$ cat src/rtl/ec_range_low_update_if.sv
// Symbol, range/low and enable signals of the first two AV1 range-encoder stages.
// The master drives the symbol and the fed-back range/low; the slave returns the updated range/low.
interface ec_range_low_update_if #(
    parameter int RANGE_WIDTH  = 16,
    parameter int LOW_WIDTH    = 24,
    parameter int SYMBOL_WIDTH = 4
);
    logic                    enable;
    logic [RANGE_WIDTH-1:0]  FL;
    logic [RANGE_WIDTH-1:0]  FH;
    logic [SYMBOL_WIDTH-1:0] SYMBOL;
    logic [SYMBOL_WIDTH:0]   NSYMS;
    logic [RANGE_WIDTH-1:0]  in_range;
    logic [LOW_WIDTH-1:0]    in_low;
    logic [RANGE_WIDTH-1:0]  range;
    logic [LOW_WIDTH-1:0]    low;

    modport master (
        output enable, FL, FH, SYMBOL, NSYMS, in_range, in_low,
        input  range, low
    );

    modport slave (
        input  enable, FL, FH, SYMBOL, NSYMS, in_range, in_low,
        output range, low
    );
endinterface

$ cat src/rtl/ec_range_low_update.sv
// od_ec_encode_q15 front end: stage 1 registers scaled CDF bounds and min-prob offsets,
// stage 2 combines them with the fed-back range/low to give un-normalized range and low.
module ec_range_low_update #(
    parameter int RANGE_WIDTH    = 16,
    parameter int LOW_WIDTH      = 24,
    parameter int SYMBOL_WIDTH   = 4,
    parameter int LUT_ADDR_WIDTH = 8,
    parameter int LUT_DATA_WIDTH = 16
) (
    input  logic                  clk_stage_1,
    input  logic                  reset,
    ec_range_low_update_if.slave  bus
);
    localparam int LUT_DEPTH = 2 ** LUT_ADDR_WIDTH;
    localparam int PROD_W    = 2 * RANGE_WIDTH;
    localparam logic [RANGE_WIDTH-1:0] FL_FIRST = RANGE_WIDTH'(32768);

    // Offset ROMs, addressed {NSYMS-1, SYMBOL}; symbols outside the alphabet read zero.
    logic [LUT_DATA_WIDTH-1:0] lut_u_rom [LUT_DEPTH];
    logic [LUT_DATA_WIDTH-1:0] lut_v_rom [LUT_DEPTH];

    genvar gi;
    generate
        for (gi = 0; gi < LUT_DEPTH; gi++) begin : g_lut
            localparam int NS = (gi >> SYMBOL_WIDTH) + 1;
            localparam int S  = gi % (2 ** SYMBOL_WIDTH);
            assign lut_u_rom[gi] = (S < NS) ? LUT_DATA_WIDTH'(4 * (NS - S))     : '0;
            assign lut_v_rom[gi] = (S < NS) ? LUT_DATA_WIDTH'(4 * (NS - 1 - S)) : '0;
        end
    endgenerate

    logic [LUT_ADDR_WIDTH-1:0] lut_addr;
    logic [RANGE_WIDTH-1:0]    uu_next;
    logic [RANGE_WIDTH-1:0]    vv_next;
    logic                      comp_mux_1_next;

    assign lut_addr        = {SYMBOL_WIDTH'(bus.NSYMS - 1'b1), bus.SYMBOL};
    assign uu_next         = bus.FL >> 6;
    assign vv_next         = bus.FH >> 6;
    assign comp_mux_1_next = (bus.FL < FL_FIRST);

    logic [RANGE_WIDTH-1:0]    uu_reg;
    logic [RANGE_WIDTH-1:0]    vv_reg;
    logic [LUT_DATA_WIDTH-1:0] lut_u_reg;
    logic [LUT_DATA_WIDTH-1:0] lut_v_reg;
    logic                      comp_mux_1_reg;

    always_ff @(posedge clk_stage_1) begin
        if (!reset) begin
            uu_reg         <= '0;
            vv_reg         <= '0;
            lut_u_reg      <= '0;
            lut_v_reg      <= '0;
            comp_mux_1_reg <= 1'b0;
        end else if (bus.enable) begin
            uu_reg         <= uu_next;
            vv_reg         <= vv_next;
            lut_u_reg      <= lut_u_rom[lut_addr];
            lut_v_reg      <= lut_v_rom[lut_addr];
            comp_mux_1_reg <= comp_mux_1_next;
        end
    end

    // Stage 2: a cleared register yields v = 0 on the bypass path, i.e. a pass-through.
    logic [RANGE_WIDTH-1:0] r8;
    logic [PROD_W-1:0]      prod_u;
    logic [PROD_W-1:0]      prod_v;
    logic [RANGE_WIDTH-1:0] u;
    logic [RANGE_WIDTH-1:0] v;
    logic [RANGE_WIDTH-1:0] range_next;
    logic [LOW_WIDTH-1:0]   low_next;

    assign r8     = bus.in_range >> 8;
    assign prod_u = PROD_W'(r8) * PROD_W'(uu_reg);
    assign prod_v = PROD_W'(r8) * PROD_W'(vv_reg);
    assign u      = RANGE_WIDTH'((prod_u >> 1) + PROD_W'(lut_u_reg));
    assign v      = RANGE_WIDTH'((prod_v >> 1) + PROD_W'(lut_v_reg));

    always_comb begin
        range_next = bus.in_range - v;
        low_next   = bus.in_low;
        if (comp_mux_1_reg) begin
            range_next = u - v;
            low_next   = bus.in_low + LOW_WIDTH'(bus.in_range) - LOW_WIDTH'(u);
        end
    end

    assign bus.range = range_next;
    assign bus.low   = low_next;
endmodule

$ cat src/flat_wrapper.sv
// flat-port wrapper written by rule: the top's interface ports become plain ports
module ec_range_low_update_flat 
#(
    parameter int RANGE_WIDTH    = 16,
    parameter int LOW_WIDTH      = 24,
    parameter int SYMBOL_WIDTH   = 4,
    parameter int LUT_ADDR_WIDTH = 8,
    parameter int LUT_DATA_WIDTH = 16
)
  (clk_stage_1, reset, bus_enable, bus_FL, bus_FH, bus_SYMBOL, bus_NSYMS, bus_in_range, bus_in_low, bus_range, bus_low);
  ec_range_low_update_if #(.RANGE_WIDTH(RANGE_WIDTH), .LOW_WIDTH(LOW_WIDTH), .SYMBOL_WIDTH(SYMBOL_WIDTH)) bus_i ();
  input  logic clk_stage_1;
  input  logic reset;
  input wire logic [$bits(bus_i.enable)-1:0] bus_enable;
  input wire logic [$bits(bus_i.FL)-1:0] bus_FL;
  input wire logic [$bits(bus_i.FH)-1:0] bus_FH;
  input wire logic [$bits(bus_i.SYMBOL)-1:0] bus_SYMBOL;
  input wire logic [$bits(bus_i.NSYMS)-1:0] bus_NSYMS;
  input wire logic [$bits(bus_i.in_range)-1:0] bus_in_range;
  input wire logic [$bits(bus_i.in_low)-1:0] bus_in_low;
  output wire logic [$bits(bus_i.range)-1:0] bus_range;
  output wire logic [$bits(bus_i.low)-1:0] bus_low;
  assign bus_i.enable = bus_enable;
  assign bus_i.FL = bus_FL;
  assign bus_i.FH = bus_FH;
  assign bus_i.SYMBOL = bus_SYMBOL;
  assign bus_i.NSYMS = bus_NSYMS;
  assign bus_i.in_range = bus_in_range;
  assign bus_i.in_low = bus_in_low;
  assign bus_range = bus_i.range;
  assign bus_low = bus_i.low;
  ec_range_low_update #(.RANGE_WIDTH(RANGE_WIDTH), .LOW_WIDTH(LOW_WIDTH), .SYMBOL_WIDTH(SYMBOL_WIDTH), .LUT_ADDR_WIDTH(LUT_ADDR_WIDTH), .LUT_DATA_WIDTH(LUT_DATA_WIDTH)) u_core (.clk_stage_1(clk_stage_1), .reset(reset), .bus(bus_i));
endmodule
$ cat config.mk
export PLATFORM = sky130hd
export DESIGN_NAME = ec_range_low_update_flat
export DESIGN_NICKNAME = d
export VERILOG_FILES = /design/src/rtl/ec_range_low_update_if.sv /design/src/rtl/ec_range_low_update.sv /design/src/flat_wrapper.sv
export SDC_FILE = /design/constraint.sdc
export NUM_CORES = 1
export LEC_CHECK = 0
export BUFFER_PORTS_ARGS = -buffer_cell sky130_fd_sc_hd__buf_4
export CORE_MARGIN = 3
export CORE_UTILIZATION = 60
export CTS_BUF_LIST = sky130_fd_sc_hd__clkbuf_8
export DETAILED_ROUTE_END_ITERATION = 16
export PLACE_DENSITY = 0.91
export SKIP_LAST_GASP = 1
export SLEW_MARGIN = 15
export SYNTH_ARGS = -nofsm -noshare
export SYNTH_HDL_FRONTEND = slang
export SYNTH_SLANG_ARGS = --single-unit
export TNS_END_PERCENT = 20
$ cat constraint.sdc
create_clock -name clk_stage_1 -period 31.8 [get_ports clk_stage_1]
set_input_delay 6.36 -clock clk_stage_1 [delete_from_list [all_inputs] [get_ports clk_stage_1]]
set_output_delay 6.36 -clock clk_stage_1 [all_outputs]
set_load 0.01 [all_outputs]
==> impl_metrics.env, run 1 <==
export IMPL_status="finished clean"
export IMPL_synth_area_um2=10290
export IMPL_holdPathStages=2
export IMPL_die_h_um=137.0
export IMPL_reg2reg_slack_ns=29.55
export IMPL_final_common_cell="inv_1"
export IMPL_ant_nets=0
export IMPL_drive_above_1_share_pct=11.33
export IMPL_fp_dieW_um=137.0
export IMPL_path_clk_slew_ns=0.07
export IMPL_post_cts_setup_buffer_count=0
export IMPL_synth_avg_cell_area_um2=7.901
export IMPL_maxCapViolations=0
export IMPL_dp_slack_ns=11.64
export IMPL_final_cells=1588
export IMPL_async_reset_ff_share_pct=0
export IMPL_rsz0062_at_grt="no"
export IMPL_synth_distinct_cells=70
export IMPL_setup_slack_ns=11.55
export IMPL_layout_common_cells="inv_1 (160), nand2_1 (135), ha_1 (127)"
export IMPL_grt_util_all_layers_pct=28.24
export IMPL_holdWs_ns=0.4879
export IMPL_grt_pass1_wl_mm=43.90
export IMPL_reg2regPathDepth=3
export IMPL_finalSetupTns_ns=0
export IMPL_clockBufferDepth=2
export IMPL_timing_fmax_ghz=0.04938
export IMPL_crit_path_start_kind="input port"
export IMPL_setup_viol=0
export IMPL_place_congestion=0.9539
export IMPL_area_growth_pct=10.05
export IMPL_skew_ns=0
export IMPL_drt_total_wl_mm=25.99
export IMPL_netlist_instances=1303
export IMPL_cts_repair_resized=0
export IMPL_cts_tree="yes"
export IMPL_hp_start="u_core.lut_u_reg[4]"
export IMPL_vias=9446
export IMPL_drt_pass1_iter_count=5
export IMPL_dp_hpwl_mm=20.69
export IMPL_io_pins=124
export IMPL_numCtsBuffers=5
export IMPL_crit_required_ns=25.44
export IMPL_yosys_area_top_type="fa_1"
export IMPL_cts_sinks=30
export IMPL_cp_slowest_cell="fa_1"
export IMPL_grt_max_degree=49
export IMPL_period_share_pct=63.69
export IMPL_finalMaxSlewViolations=0
export IMPL_ys_seq_elements=30
export IMPL_cp_slowest_stage_delay_ns=0.54
export IMPL_core_um2=16700
export IMPL_grt_overflow_total=0
export IMPL_p_leak_nw=5.594
export IMPL_vias_per_cell=5.948
export IMPL_synth_top_area_share_pct=21.97
export IMPL_worstPathArrival_ns=13.89
export IMPL_synth_area_leaders="fa_1 (22%), ha_1 (15%), and2_1 (6.0%)"
export IMPL_drc=0
export IMPL_grt_pass1_vias=9658
export IMPL_hp_class="reg -> reg"
export IMPL_port_buffers=110
export IMPL_start_util_pct=61.64
export IMPL_crit_top_cell="fa_1"
export IMPL_worstSetupPathType="in -> out"
export IMPL_synth_nets=1627
export IMPL_n_antenna_cell=0
export IMPL_dp_cells=1581
export IMPL_wl_per_cell_um=16.37
export IMPL_r2r_end="u_core.comp_mux_1_reg"
export IMPL_antenna_found_initial=0
export IMPL_worst_skew_pair_late_latency_ns=0.30
export IMPL_cts_hold_buf=0
export IMPL_ys_warn_count=0
export IMPL_r2r_start="u_core.comp_mux_1_reg"
export IMPL_ir_drop_mv=0.04445
export IMPL_synth_edf_count=0
export IMPL_final_nets=1692
export IMPL_relSlewSlack_pct=37.99
export IMPL_cp_max_fo=22
export IMPL_end_kind="output port"
export IMPL_hold_end="u_core.lut_u_reg[4]"
export IMPL_ys_flop_type="dfxtp_1"
export IMPL_worst_pin_slew_ns=0.9301
export IMPL_num_rows=47
export IMPL_initialDrtViolationCount=535
export IMPL_die_area_um2=18770
export IMPL_cts_root_buf="clkbuf_8"
export IMPL_htree_levels=2
export IMPL_period_needed_ns=20.25
export IMPL_synth_seq_area_share_pct=5.834
export IMPL_hold_viol=0
export IMPL_powerDensity_nw_per_um2=47.01
[cell usage after synthesis, types with 4 or more instances]
library cell	count
and2_1	99
o21a_1	12
ha_1	127
o2111ai_1	5
xor2_1	30
or3_1	4
buf_1	11
o31ai_1	7
inv_1	160
a31oi_1	11
a21oi_1	61
nand2_1	135
clkbuf_1	45
o21bai_1	5
xnor2_1	53
nor2_1	83
and3_1	5
nor2b_1	14
o211ai_1	11
a211oi_1	15
a21o_1	23
fa_1	113
nand2b_1	12
o22ai_1	6
a2111oi_0	5
nand4_1	4
mux2_2	16
dfxtp_1	30
o21ai_0	56
nor3_1	29
mux2i_1	34
nand3_1	18
o21ai_1	5
[stage by stage]
step | cell area, um2 | utilization (%) | power [mW]
after floorplan | 10290 | - | 0.3572
after global placement | 11220 | 67.16 | 0.4689
after detailed placement | 11220 | 67.16 | 0.4850
after CTS | 11330 | 67.84 | 0.5281
after global routing | 11330 | 67.84 | 0.5821
final | 11330 | 67.84 | 0.5326
[critical path, delay by kind of cell]
kind	cells	cell delay [ns]
xor+xnor	3	0.69
simple gates	4	0.92
mux	1	0.11
buf+inv	5	0.59
fa+ha+maj	7	3.26
compound gates	9	1.96
[how the worst max path moves through the flow]
| stage | start | to | slack [ns] | cells past startpoint |
|---|---|---|---|---|
| after global routing | bus_in_range[10] | bus_low[22] | 11.13 | 29 |
| after global placement | bus_in_range[10] | bus_low[23] | 11.84 | 29 |
| after floorplan | bus_in_range[15] | bus_low[22] | 12.31 | 29 |
| after CTS | bus_in_range[10] | bus_low[22] | 11.60 | 29 |
| final | bus_in_range[10] | bus_low[22] | 11.55 | 29 |
| after detailed placement | bus_in_range[10] | bus_low[22] | 11.64 | 29 |
[layout make-up]
cell class / instances / area, um2
sequential: 30 / 601.8
clock inverter: 1 / 30.03
clock buffer: 6 / 82.58
multi-input combinational: 1054 / 8872
inverter: 163 / 611.8
tap: 220 / 275.3
timing repair buffer: 114 / 855.8
fill: 1253 / 5371
[where the power goes]
part / switching [mW] / internal (mW)
clock network: 0.0163 / 0.0251
registers: 0.00565 / 0.0400
logic: 0.249 / 0.196
total: 0.271 / 0.261
[routing by layer]
layer	routed length [um]	track usage, %	part of all wire [%]	vias to the layer above
met1	10390	34.56	40	4508
met2	13160	50.57	51	375
met4	819	11.70	3.2	0
met5	0	0	0	-
li1	-	-	-	4488
met3	1623	2.831	6.2	75
[kinds of logic after synthesis]
kind of cell,after synthesis,share of synthesized area [%]
xor+xnor,85,7.377
simple gates,419,19.82
mux,50,5.056
flops,30,5.834
buf+inv,219,7.985
fa+ha+maj,240,37.41
compound gates,260,16.52
No activity file was read; power rests on OpenSTA's default activity.
==> run 2: changes to the inputs <==
==> constraint.sdc (replaced) <==
create_clock -name clk_stage_1 -period 20.4 [get_ports clk_stage_1]
set_input_delay 4.08 -clock clk_stage_1 [delete_from_list [all_inputs] [get_ports clk_stage_1]]
set_output_delay 4.08 -clock clk_stage_1 [all_outputs]
set_load 0.01 [all_outputs]
==> run 2 against run 1 <==
  * Clock power is 54% higher
  * Clock-buffer cell count stayed put
  * Sequential share of layout area stayed put
  * Wire length is 4.0% higher
  * Total power is 57% higher
  * Design area stayed put
  * Sequential power is 56% higher
  * Critical endpoint unchanged
  * Largest power group unchanged
==> impl_metrics.env, run 2 (same netlist as run 1, synthesis figures left out) <==
export IMPL_layout_common_cells="inv_1 (160), nand2_1 (135), ha_1 (127)"
export IMPL_crit_top_cell="fa_1"
export IMPL_ir_drop_mv=0.05429
export IMPL_cts_sinks=30
export IMPL_drt_pass1_iter_count=5
export IMPL_cp_slowest_cell="fa_1"
export IMPL_worstPathArrival_ns=11.72
export IMPL_numCtsBuffers=5
export IMPL_skew_ns=0
export IMPL_post_cts_setup_buffer_count=0
export IMPL_die_area_um2=18770
export IMPL_cts_root_buf="clkbuf_8"
export IMPL_setup_viol=0
export IMPL_crit_path_start_kind="input port"
export IMPL_dp_slack_ns=4.771
export IMPL_vias=9586
export IMPL_dp_cells=1581
export IMPL_die_h_um=137.0
export IMPL_setup_slack_ns=4.602
export IMPL_period_needed_ns=15.80
export IMPL_wl_per_cell_um=17.03
export IMPL_worstSetupPathType="in -> out"
export IMPL_dp_hpwl_mm=21.27
export IMPL_cp_slowest_stage_delay_ns=0.55
export IMPL_cp_max_fo=22
export IMPL_end_kind="output port"
export IMPL_path_clk_slew_ns=0.07
export IMPL_cts_hold_buf=0
export IMPL_hold_viol=0
export IMPL_drt_total_wl_mm=27.05
export IMPL_drive_above_1_share_pct=11.33
export IMPL_crit_required_ns=16.32
export IMPL_cts_tree="yes"
export IMPL_antenna_found_initial=0
export IMPL_use_met1_pct=34.75
export IMPL_clockBufferDepth=2
export IMPL_placed_area_um2=11220
export IMPL_finalSetupTns_ns=0
export IMPL_htree_levels=2
export IMPL_core_um2=16700
export IMPL_vias_per_cell=6.037
export IMPL_grt_overflow_total=0
export IMPL_grt_util_all_layers_pct=29.08
export IMPL_grt_pass1_wl_mm=44.88
export IMPL_grt_max_degree=49
export IMPL_grt_pass1_vias=9751
export IMPL_place_congestion=0.9541
export IMPL_status="finished clean"
export IMPL_ant_nets=0
export IMPL_p_leak_nw=5.594
export IMPL_hp_class="reg -> reg"
export IMPL_finalPower_uw=833.8
export IMPL_final_common_cell="inv_1"
export IMPL_period_share_pct=77.44
export IMPL_final_cells=1588
export IMPL_final_nets=1692
export IMPL_rsz0062_at_grt="no"
export IMPL_n_antenna_cell=0
export IMPL_io_pins=124
export IMPL_fp_dieW_um=137.0
export IMPL_finalInstanceArea_um2=11330
export IMPL_num_rows=47
export IMPL_initialDrtViolationCount=664
export IMPL_powerDensity_nw_per_um2=73.59
export IMPL_drc=0
export IMPL_relSlewSlack_pct=36.94
export IMPL_port_buffers=110
export IMPL_worst_skew_pair_late_latency_ns=0.30
export IMPL_grt_use_met2_pct=52.70
export IMPL_globalRoute_busiestLayer="met2"
export IMPL_worst_pin_slew_ns=0.9458
export IMPL_start_util_pct=61.64
export IMPL_met3_usage_pct=2.868
export IMPL_timing_fmax_ghz=0.06330
export IMPL_cts_repair_resized=0
export IMPL_area_growth_pct=10.05
export IMPL_maxCapViolations=0
export IMPL_finalMaxSlewViolations=0
[run 2: cell counts in the layout (fill, tap and decap cells not counted)]
Identical to the previous run, type by type.
[run 2: worst max-delay path: cells and delay by family]
| family | cells | cell delay (ns) |
|---|---|---|
| AO/OA/AOI/OAI | 9 | 1.99 |
| XOR/XNOR | 3 | 0.71 |
| adder cells (fa/ha/maj) | 7 | 3.28 |
| buffers and inverters | 5 | 0.60 |
| multiplexers | 1 | 0.12 |
| AND/OR/NAND/NOR | 4 | 0.92 |
[run 2: power by group]
| part | leakage, nW | switching [mW] | internal [mW] |
|---|---|---|---|
| clock | 0.0573 | 0.0248 | 0.0391 |
| combinational | 5.29 | 0.392 | 0.307 |
| sequential | 0.248 | 0.00888 | 0.0623 |
[run 2: per-layer routing]
metal | routed length [um] | vias up
met5 | 0 | -
met4 | 1095 | 0
met3 | 1871 | 105
met2 | 13700 | 412
met1 | 10380 | 4579
li1 | - | 4490
[run 2: path summary, 6_finish.rpt]
kind,start,endpoint,cells past startpoint,slack (ns)
worst max-delay path,bus_in_range[10],bus_low[22],29,4.60
worst min register to register,u_core.lut_v_reg[5],u_core.lut_v_reg[5],2,0.51
worst max register to register,u_core.comp_mux_1_reg,u_core.comp_mux_1_reg,3,18.13
worst min-delay path,u_core.lut_v_reg[5],u_core.lut_v_reg[5],2,0.51
[run 2: final cells by class]
type                       count  area [um2]
clock buffer                   6       82.58
timing repair buffer         114       855.8
fill                        1290        5371
clock inverter                 1       30.03
tap                          220       275.3
sequential                    30       601.8
inverter                     163       611.8
multi-input combinational   1054        8872
[run 2: per-stage QoR]
| step | util (%) | hold slack [ns] |
|---|---|---|
| 3_5_place_dp | 67.16 | 0.4832 |
| 3_3_place_gp | 67.16 | 0.4632 |
| 4_1_cts | 67.84 | 0.5065 |
| 5_1_grt | 67.84 | 0.5313 |
| 6_report | 67.84 | 0.5081 |
| 2_1_floorplan | - | 0.4500 |
